<file path="src/rtl/hamming_secded_decoder.sv">
// SECDED decoder for 16-bit Hamming(15,11)+overall-parity words stored as byte pairs.
// Reads NUM_MSG encoded words, corrects/flags errors and writes {flag, data} byte pairs back.
module hamming_secded_decoder #(
   parameter int NUM_MSG  = 15,
   parameter int SRC_BASE = 30,
   parameter int DST_BASE = 0,
   parameter int AW       = 8
) (
   input  logic          clk,
   input  logic          reset,
   input  logic          start,
   output logic          done,
   output logic [AW-1:0] mem_addr,
   output logic          mem_rd_en,
   input  logic [7:0]    mem_rdata,
   output logic          mem_wr_en,
   output logic [7:0]    mem_wdata,
   output logic [3:0]    err1_cnt,
   output logic [3:0]    err2_cnt
);

   localparam int IW = (NUM_MSG > 1) ? $clog2(NUM_MSG) : 1;
   localparam int DPOS [11] = '{3, 5, 6, 7, 9, 10, 11, 12, 13, 14, 15};

   typedef enum logic [2:0] {
      IDLE, RD_LO, RD_HI, CAPT, DEC, WR_LO, WR_HI, DONE
   } state_t;

   state_t        state, state_next;
   logic [IW-1:0] idx, idx_next;
   logic [7:0]    word_lo, word_lo_next;
   logic [7:0]    word_hi, word_hi_next;
   logic [7:0]    res_lo, res_lo_next;
   logic [7:0]    res_hi, res_hi_next;
   logic [AW-1:0] addr_next;
   logic          rd_en_next, wr_en_next, done_next;
   logic [7:0]    wdata_next;
   logic [3:0]    err1_next, err2_next;

   logic [15:0]   word;
   logic [3:0]    syn;
   logic          par;
   logic [1:0]    flag;
   logic [10:0]   data;

   function automatic logic [15:0] syn_mask(input int b);
      logic [15:0] m;
      m = '0;
      for (int k = 1; k < 16; k++) m[k] = ((k >> b) & 1) == 1;
      return m;
   endfunction

   function automatic logic [AW-1:0] byte_addr(input int base, input logic [IW-1:0] i,
                                                input logic upper);
      int a;
      a = base + 2 * int'(i) + int'(upper);
      return a[AW-1:0];
   endfunction

   assign word = {word_hi, word_lo};
   assign par  = ^word;

   genvar gi;
   generate
      for (gi = 0; gi < 4; gi++) begin : g_syn
         assign syn[gi] = ^(word & syn_mask(gi));
      end
      // A data bit is inverted only when the single-error syndrome points at it.
      for (gi = 0; gi < 11; gi++) begin : g_data
         assign data[gi] = word[DPOS[gi]] ^ (par && (syn == 4'(DPOS[gi])));
      end
   endgenerate

   always_comb begin
      flag = 2'b00;
      if (par)
         flag = 2'b01;
      else if (syn != 4'd0)
         flag = 2'b10;
   end

   always_comb begin
      state_next   = state;
      idx_next     = idx;
      word_lo_next = word_lo;
      word_hi_next = word_hi;
      res_lo_next  = res_lo;
      res_hi_next  = res_hi;
      addr_next    = mem_addr;
      wdata_next   = mem_wdata;
      rd_en_next   = 1'b0;
      wr_en_next   = 1'b0;
      done_next    = 1'b0;
      err1_next    = err1_cnt;
      err2_next    = err2_cnt;
      case (state)
         IDLE, DONE: begin
            if (start) begin
               state_next = RD_LO;
               idx_next   = '0;
               err1_next  = 4'd0;
               err2_next  = 4'd0;
               addr_next  = byte_addr(SRC_BASE, '0, 1'b0);
               rd_en_next = 1'b1;
            end else begin
               done_next = (state == DONE);
            end
         end
         RD_LO: begin
            state_next = RD_HI;
            addr_next  = byte_addr(SRC_BASE, idx, 1'b1);
            rd_en_next = 1'b1;
         end
         RD_HI: begin
            state_next   = CAPT;
            word_lo_next = mem_rdata;
         end
         CAPT: begin
            state_next   = DEC;
            word_hi_next = mem_rdata;
         end
         DEC: begin
            state_next  = WR_LO;
            res_lo_next = data[7:0];
            res_hi_next = {flag, 3'b000, data[10:8]};
            if (flag == 2'b01 && err1_cnt != 4'hF) err1_next = err1_cnt + 4'd1;
            if (flag == 2'b10 && err2_cnt != 4'hF) err2_next = err2_cnt + 4'd1;
            addr_next   = byte_addr(DST_BASE, idx, 1'b0);
            wr_en_next  = 1'b1;
            wdata_next  = data[7:0];
         end
         WR_LO: begin
            state_next = WR_HI;
            addr_next  = byte_addr(DST_BASE, idx, 1'b1);
            wr_en_next = 1'b1;
            wdata_next = res_hi;
         end
         WR_HI: begin
            if (idx == IW'(NUM_MSG - 1)) begin
               state_next = DONE;
               done_next  = 1'b1;
            end else begin
               state_next = RD_LO;
               idx_next   = idx + 1'b1;
               addr_next  = byte_addr(SRC_BASE, idx + 1'b1, 1'b0);
               rd_en_next = 1'b1;
            end
         end
         default: state_next = IDLE;
      endcase
   end

   // Outputs are registered so they are valid for the whole cycle of the state they belong to.
   always_ff @(posedge clk or posedge reset) begin
      if (reset) begin
         state     <= IDLE;
         idx       <= '0;
         word_lo   <= '0;
         word_hi   <= '0;
         res_lo    <= '0;
         res_hi    <= '0;
         mem_addr  <= '0;
         mem_wdata <= '0;
         mem_rd_en <= 1'b0;
         mem_wr_en <= 1'b0;
         done      <= 1'b0;
         err1_cnt  <= 4'd0;
         err2_cnt  <= 4'd0;
      end else begin
         state     <= state_next;
         idx       <= idx_next;
         word_lo   <= word_lo_next;
         word_hi   <= word_hi_next;
         res_lo    <= res_lo_next;
         res_hi    <= res_hi_next;
         mem_addr  <= addr_next;
         mem_wdata <= wdata_next;
         mem_rd_en <= rd_en_next;
         mem_wr_en <= wr_en_next;
         done      <= done_next;
         err1_cnt  <= err1_next;
         err2_cnt  <= err2_next;
      end
   end

endmodule

</file>
<file path="config.mk">
export PLATFORM = sky130hd
export DESIGN_NAME = hamming_secded_decoder
export DESIGN_NICKNAME = d
export VERILOG_FILES = /design/src/rtl/hamming_secded_decoder.sv
export SDC_FILE = /design/constraint.sdc
export NUM_CORES = 1
export LEC_CHECK = 0
export ABC_AREA = 1
export BUFFER_PORTS_ARGS = -buffer_cell sky130_fd_sc_hd__clkbuf_2
export CAP_MARGIN = 0
export CORE_ASPECT_RATIO = 2
export CORE_UTILIZATION = 40
export CTS_CLUSTER_SIZE = 30
export DETAILED_ROUTE_END_ITERATION = 6
export MAX_ROUTING_LAYER = met4
export SYNTH_ARGS = -nofsm -noshare
export SYNTH_HDL_FRONTEND = slang
export SYNTH_SLANG_ARGS = --single-unit
</file>
<file path="constraint.sdc">
create_clock -name clk -period 2.8 [get_ports clk]
set_clock_uncertainty 0.15 [all_clocks]
set_input_delay 0.42 -clock clk [delete_from_list [all_inputs] [get_ports clk]]
set_output_delay 0.42 -clock clk [all_outputs]
set_load 0.02 [all_outputs]
</file>
**Word level (Yosys, flattened, before mapping)**

Index checks and enable logic that the tools add are counted.
Widths: inputs -> output; s select.

- Register bits: 55
- Latch bits: 0
- Bits in writable memories: 0
- ROM bits: 0
- Output and inout port bits: 27
- Word-level logic and storage cells: 110
- Memories: 0

- Add/sub/neg operators: 7
- $mul: 0
- Divide/modulo/power cells: 0
- Magnitude comparators: 0
- Equal/unequal tests: 27
- Shift operators: 0
- Muxes and demuxes: 23
- Bitwise logic cells: 11
- Reductions and logical operators: 30

Operator list:

| operator | number |
|---|---|
| $reduce_xor 16->1 | 5 |
| $pmux 8 s5 | 1 |
| $eq 4x4->1 const B | 8 |
| $pmux 4 s2 | 3 |
| $pmux 3 s7 | 1 |
| $mux 4 | 4 |
| $mux 8 | 2 |
| $pmux 8 s2 | 1 |
| $logic_and 1x1->1 | 13 |
| $add 4x1->4 const B | 3 |
| $add 5x5->6 const A | 2 |
| $eq 3x3->1 const B | 4 |
| $eq 4x3->1 const B | 3 |
| $reduce_and 3->1 | 4 |
| $xor 1x1->1 | 11 |
| $ne 2x2->1 const B | 4 |
| $ne 4x4->1 const B | 2 |
| $add 6x1->7 const B | 1 |
| $add 5x1->6 const B | 1 |
| $eq 3x2->1 const B | 2 |
| $mux 3 | 2 |
| $reduce_bool 2->1 | 3 |
| $mux 1 | 5 |
| $reduce_bool 5->1 | 1 |
| other kinds (10) | 12 |

**Depth between registers and ports, before layout**

- Depth after elaboration: 8
- Depth in mapped cells: 16

**Worst setup path before layout**

OpenSTA, ideal clock, no wires.

- Path type: register to register
- From: reg idx[0]
- To: reg mem_addr[3]
- Arrival: 1469 ps
- Setup slack: 1061 ps
- Stages on the path, launching flop included: 11
- Path buffers: 0
- Cell sequence: dfrtp_1 -> inv_1 -> ha_1 -> nand3_1 -> nor2_2 -> nor2_2 -> inv_1 -> a21oi_1 -> o221ai_1 -> o21ai_0 -> inv_1

- Longest elaborated chain between the ends: 4
- Elaborated cells on any way between the ends: 10

RTL lines:

| what | line | RTL |
|---|---|---|
| from (decl) | 30 | `logic [IW-1:0] idx, idx_next;` |
| from (signal assigned) | 171 | `idx <= idx_next;` |
| $add 4x1->4 | 145 | `addr_next = byte_addr(SRC_BASE, idx + 1'b1, 1'b0);` |
| $add 5x5->6 | 56 | `a = base + 2 * int'(i) + int'(upper);` |
| $mux 8 | 139 | `if (idx == IW'(NUM_MSG - 1)) begin` |
| $pmux 8 s5 | 96 | `case (state)` |
| to (signal assigned) | 176 | `mem_addr <= addr_next;` |
| to (decl) | 13 | `output logic [AW-1:0] mem_addr,` |

Parallel ways exist; a longest one is shown, timed or not. The select of a mux whose other input is x is not followed.
A chain may end at the register's enable or synchronous reset.

**Worst setup path after layout**

- From: reg word_hi[7]
- To: reg mem_wdata[2]

- Longest elaborated chain between the ends: 5
- Elaborated cells on any way between the ends: 9

RTL lines:

| what | line | RTL |
|---|---|---|
| from (decl) | 32 | `logic [7:0] word_hi, word_hi_next;` |
| from (signal assigned) | 173 | `word_hi <= word_hi_next;` |
| $reduce_xor 16->1 | 66 | `assign syn[gi] = ^(word & syn_mask(gi));` |
| $eq 4x3->1 | 70 | `assign data[gi] = word[DPOS[gi]] ^ (par && (syn == 4'(DPOS[gi])));` |
| $logic_and 1x1->1 * | 70 |  |
| $xor 1x1->1 * | 70 |  |
| $pmux 8 s2 * | 96 |  |
| to (signal assigned) | 177 | `mem_wdata <= wdata_next;` |
| to (decl) | 17 | `output logic [7:0] mem_wdata,` |

Every way passes the cells marked *; elsewhere a longest branch is shown, timed or not.

==> flow_metrics.tcl <==
set metrics [dict create \
    status "finished clean" \
    first_iter_violations 260 \
    gr-usage-met2 0.4180 \
    end_kind "flip-flop" \
    tns_ns 0 \
    area_delta_synth_final_pct 9.621 \
    drc 0 \
    holdBufCountCts 0 \
    seq_area_frac_synth 0.3682 \
    finalSetupViolations 0 \
    slowest_stage "dfrtp_1" \
    cts-root-buf "clkbuf_16" \
    dp_slack_ns 0.6691 \
    critPathCapture "mem_wdata[2]" \
    synth-main-ff-cell "dfrtp_1" \
    gp_congestion 0.9362 \
    first_pass_iters 4 \
    period_needed_ns 2.133 \
    worstHoldPathType "primary input to async pin" \
    dp_hpwl_mm 7.460 \
    port_buffers 35 \
    die_h_um 136.2 \
    cp_data_required_time_ns 2.85 \
    ys_seq_elements 53 \
    synth_area_leaders "dfrtp_1 37%, nand2_1 20%, inv_1 5.8%" \
    die_w_um 69.10 \
    met3_usage 0.02965 \
    avgSynthCellArea_um2 6.901 \
    yosysTopAreaCell "dfrtp_1" \
    synthesis.area_um2 3602 \
    drive_above_1_share 0.1797 \
    place_area_um2 3796 \
    path_cells "inv_4 -> nand2_1 -> nand2_1 -> nand2_1 -> nand2_2 -> inv_2 -> nand2_1 -> nand2_2 -> inv_2 -> nor2_4 -> nand3_1 -> nand3_1 -> nand2_1" \
    tightest_slew_ns 0.5744 \
    drv_slew 0 \
    path_class "flip-flop to flip-flop" \
    cpMostUsedCell "nand2_1" \
    ios 38 \
    yosysTopAreaCellShare 0.3682 \
    r2r-end "mem_wdata[2]" \
    relSlewSlack 0.6165 \
    nFillCells 896 \
    r2r_setup_slack_ns 0.67 \
    timing.final.ws_setup_ns 0.6669 \
    ff2ff_path_depth 13 \
    cap_violations 0 \
    crit_path_max_incr_delay_ns 0.59 \
    cts_tree "yes" \
    grt_pass1_vias 3193 \
    die_area_um2 9412 \
    antenna_found_initial 0 \
    final_common_cell "nand2_1" \
    grt_setup_unrepaired "false" \
    cts_inserted_buffers 5 \
    syn-instance-count 522 \
    cts.reportedPaths.clkPinSlew_ns 0.07 \
    wl_per_cell_um 14.27 \
    avgViaCountPerCell 5.032 \
    grtUsageMet1 0.1874 \
    clkLatencyLatePin_ns 0.31 \
    ys_warn_count 0 \
    fmax_mhz 468.8 \
    vias 3276 \
    ant_nets 0 \
    row_count 48 \
    track_usage 0.2129 \
    grt_max_degree 29 \
    start_util 0.4136 \
    cp-startpoint "word_hi[7]" \
    cts_setup_buffers 0 \
    gr-max-usage-layer "met2" \
    htreeDepth 2 \
    antenna_cells 0 \
    arrival_ns 2.18 \
    period_share 0.7618 \
    final_cell_mix "195 x nand2_1, 55 x inv_1, 53 x dfrtp_1" \
    worst_setup_path_start_kind "flip-flop" \
    final_hold_viol_count 0 \
    post_cts_resized 0 \
    coreArea_um2 8708 \
    async_flop_share 1.000 \
    wirelength_mm 9.289 \
    cts.path.max_buffers 2 \
    critPathMaxFanout 9 \
    yosysUniqueCellTypes 38 \
    grt_pass1_wl_mm 15.04 \
    overflow 0 \
    r2r-start "word_hi[7]" \
    synth_edf_count 0 \
    fin_area_um2 3949 \
    final_nets 566 \
    clkSinkCount 53 \
]
metrics by stage:
step,hold slack (ns),utilization,std cells
detailed placement,0.3107,0.4359,643
finish,0.001454,0.4534,651
floorplan,0.2995,-,523
global route,0.06454,0.4534,651
global placement,0.3069,0.4359,643
CTS,0.03225,0.4534,651
flip-flops by register name, summed over array words and instances (netlist names), 3 cells and up:
name and flops:
mem_addr 6, err1_cnt 4, err2_cnt 4, word_lo 8, idx 4, state 3
mem_wdata 8, word_hi 8, res_hi 5
critical path, delay by kind of cell, from the launching register on:
family	cells	cell delay [ns]
simple gates	10	1.04
flops	1	0.59
buf+inv	3	0.26
metal layers:
layer / routed length [um] / share of wire
met5: 0 / 0
met4: 402 / 0.043
met3: 199 / 0.021
met2: 5515 / 0.59
met1: 3171 / 0.34
cell usage after synthesis (2+ instances only):
cell type and instances:
nand4_1 2, or2_2 2, a41oi_1 2, nor2_1 28
o21ai_0 33, a32o_1 3, o31ai_1 3, nand2_1 195
nor2_4 2, buf_6 7, nand2_4 4, inv_2 13
dfrtp_1 53, nor2_2 4, xnor2_1 6, nand2_2 18
o21ai_1 4, xor2_1 6, and3_1 2, o21ai_2 2
buf_2 2, clkbuf_1 3, a22oi_1 2, nand3_1 42
buf_4 6, a21oi_1 4, inv_1 56, ha_1 5
inv_4 4
cell type report:
| cell class | instances | area (um2) | area share |
|---|---|---|---|
| inverters | 74 | 289.0 | 0.07319 |
| clock buffers | 6 | 138.9 | 0.03517 |
| well taps | 100 | 125.1 | 0.03169 |
| flip-flops and latches | 53 | 1326 | 0.3359 |
| repair buffers | 38 | 210.2 | 0.05323 |
| multi-input cells | 378 | 1846 | 0.4674 |
| clock inverters | 2 | 13.76 | 0.003485 |
how the worst min path moves through the flow:
| stage | from | end | depth (start not counted) |
|---|---|---|---|
| 4_1_cts | reset | err2_cnt[2] | 2 |
| 5_1_grt | reset | err2_cnt[2] | 2 |
| 6_report | reset | err2_cnt[2] | 2 |
| 3_5_place_dp | mem_addr[0] | mem_addr[0] | 2 |
| 2_1_floorplan | res_hi[1] | res_hi[1] | 2 |
| 3_3_place_gp | mem_addr[0] | mem_addr[0] | 2 |
cell families (layout without fill, tap and decap cells):
logic type      Yosys count  after routing  share of synthesized area
flops                    53             53                     0.3682
simple gates            301            301                     0.3651
xor+xnor                 12             12                    0.02918
buf+inv                  92            120                     0.1205
fa+ha+maj                 5              5                    0.01737
compound gates           58             58                    0.09865
other cells               1              2                   0.001041
Power is left out: the tool's default activity adds up to more than one toggle a clock period on the data nets, which glitch-free logic cannot reach.
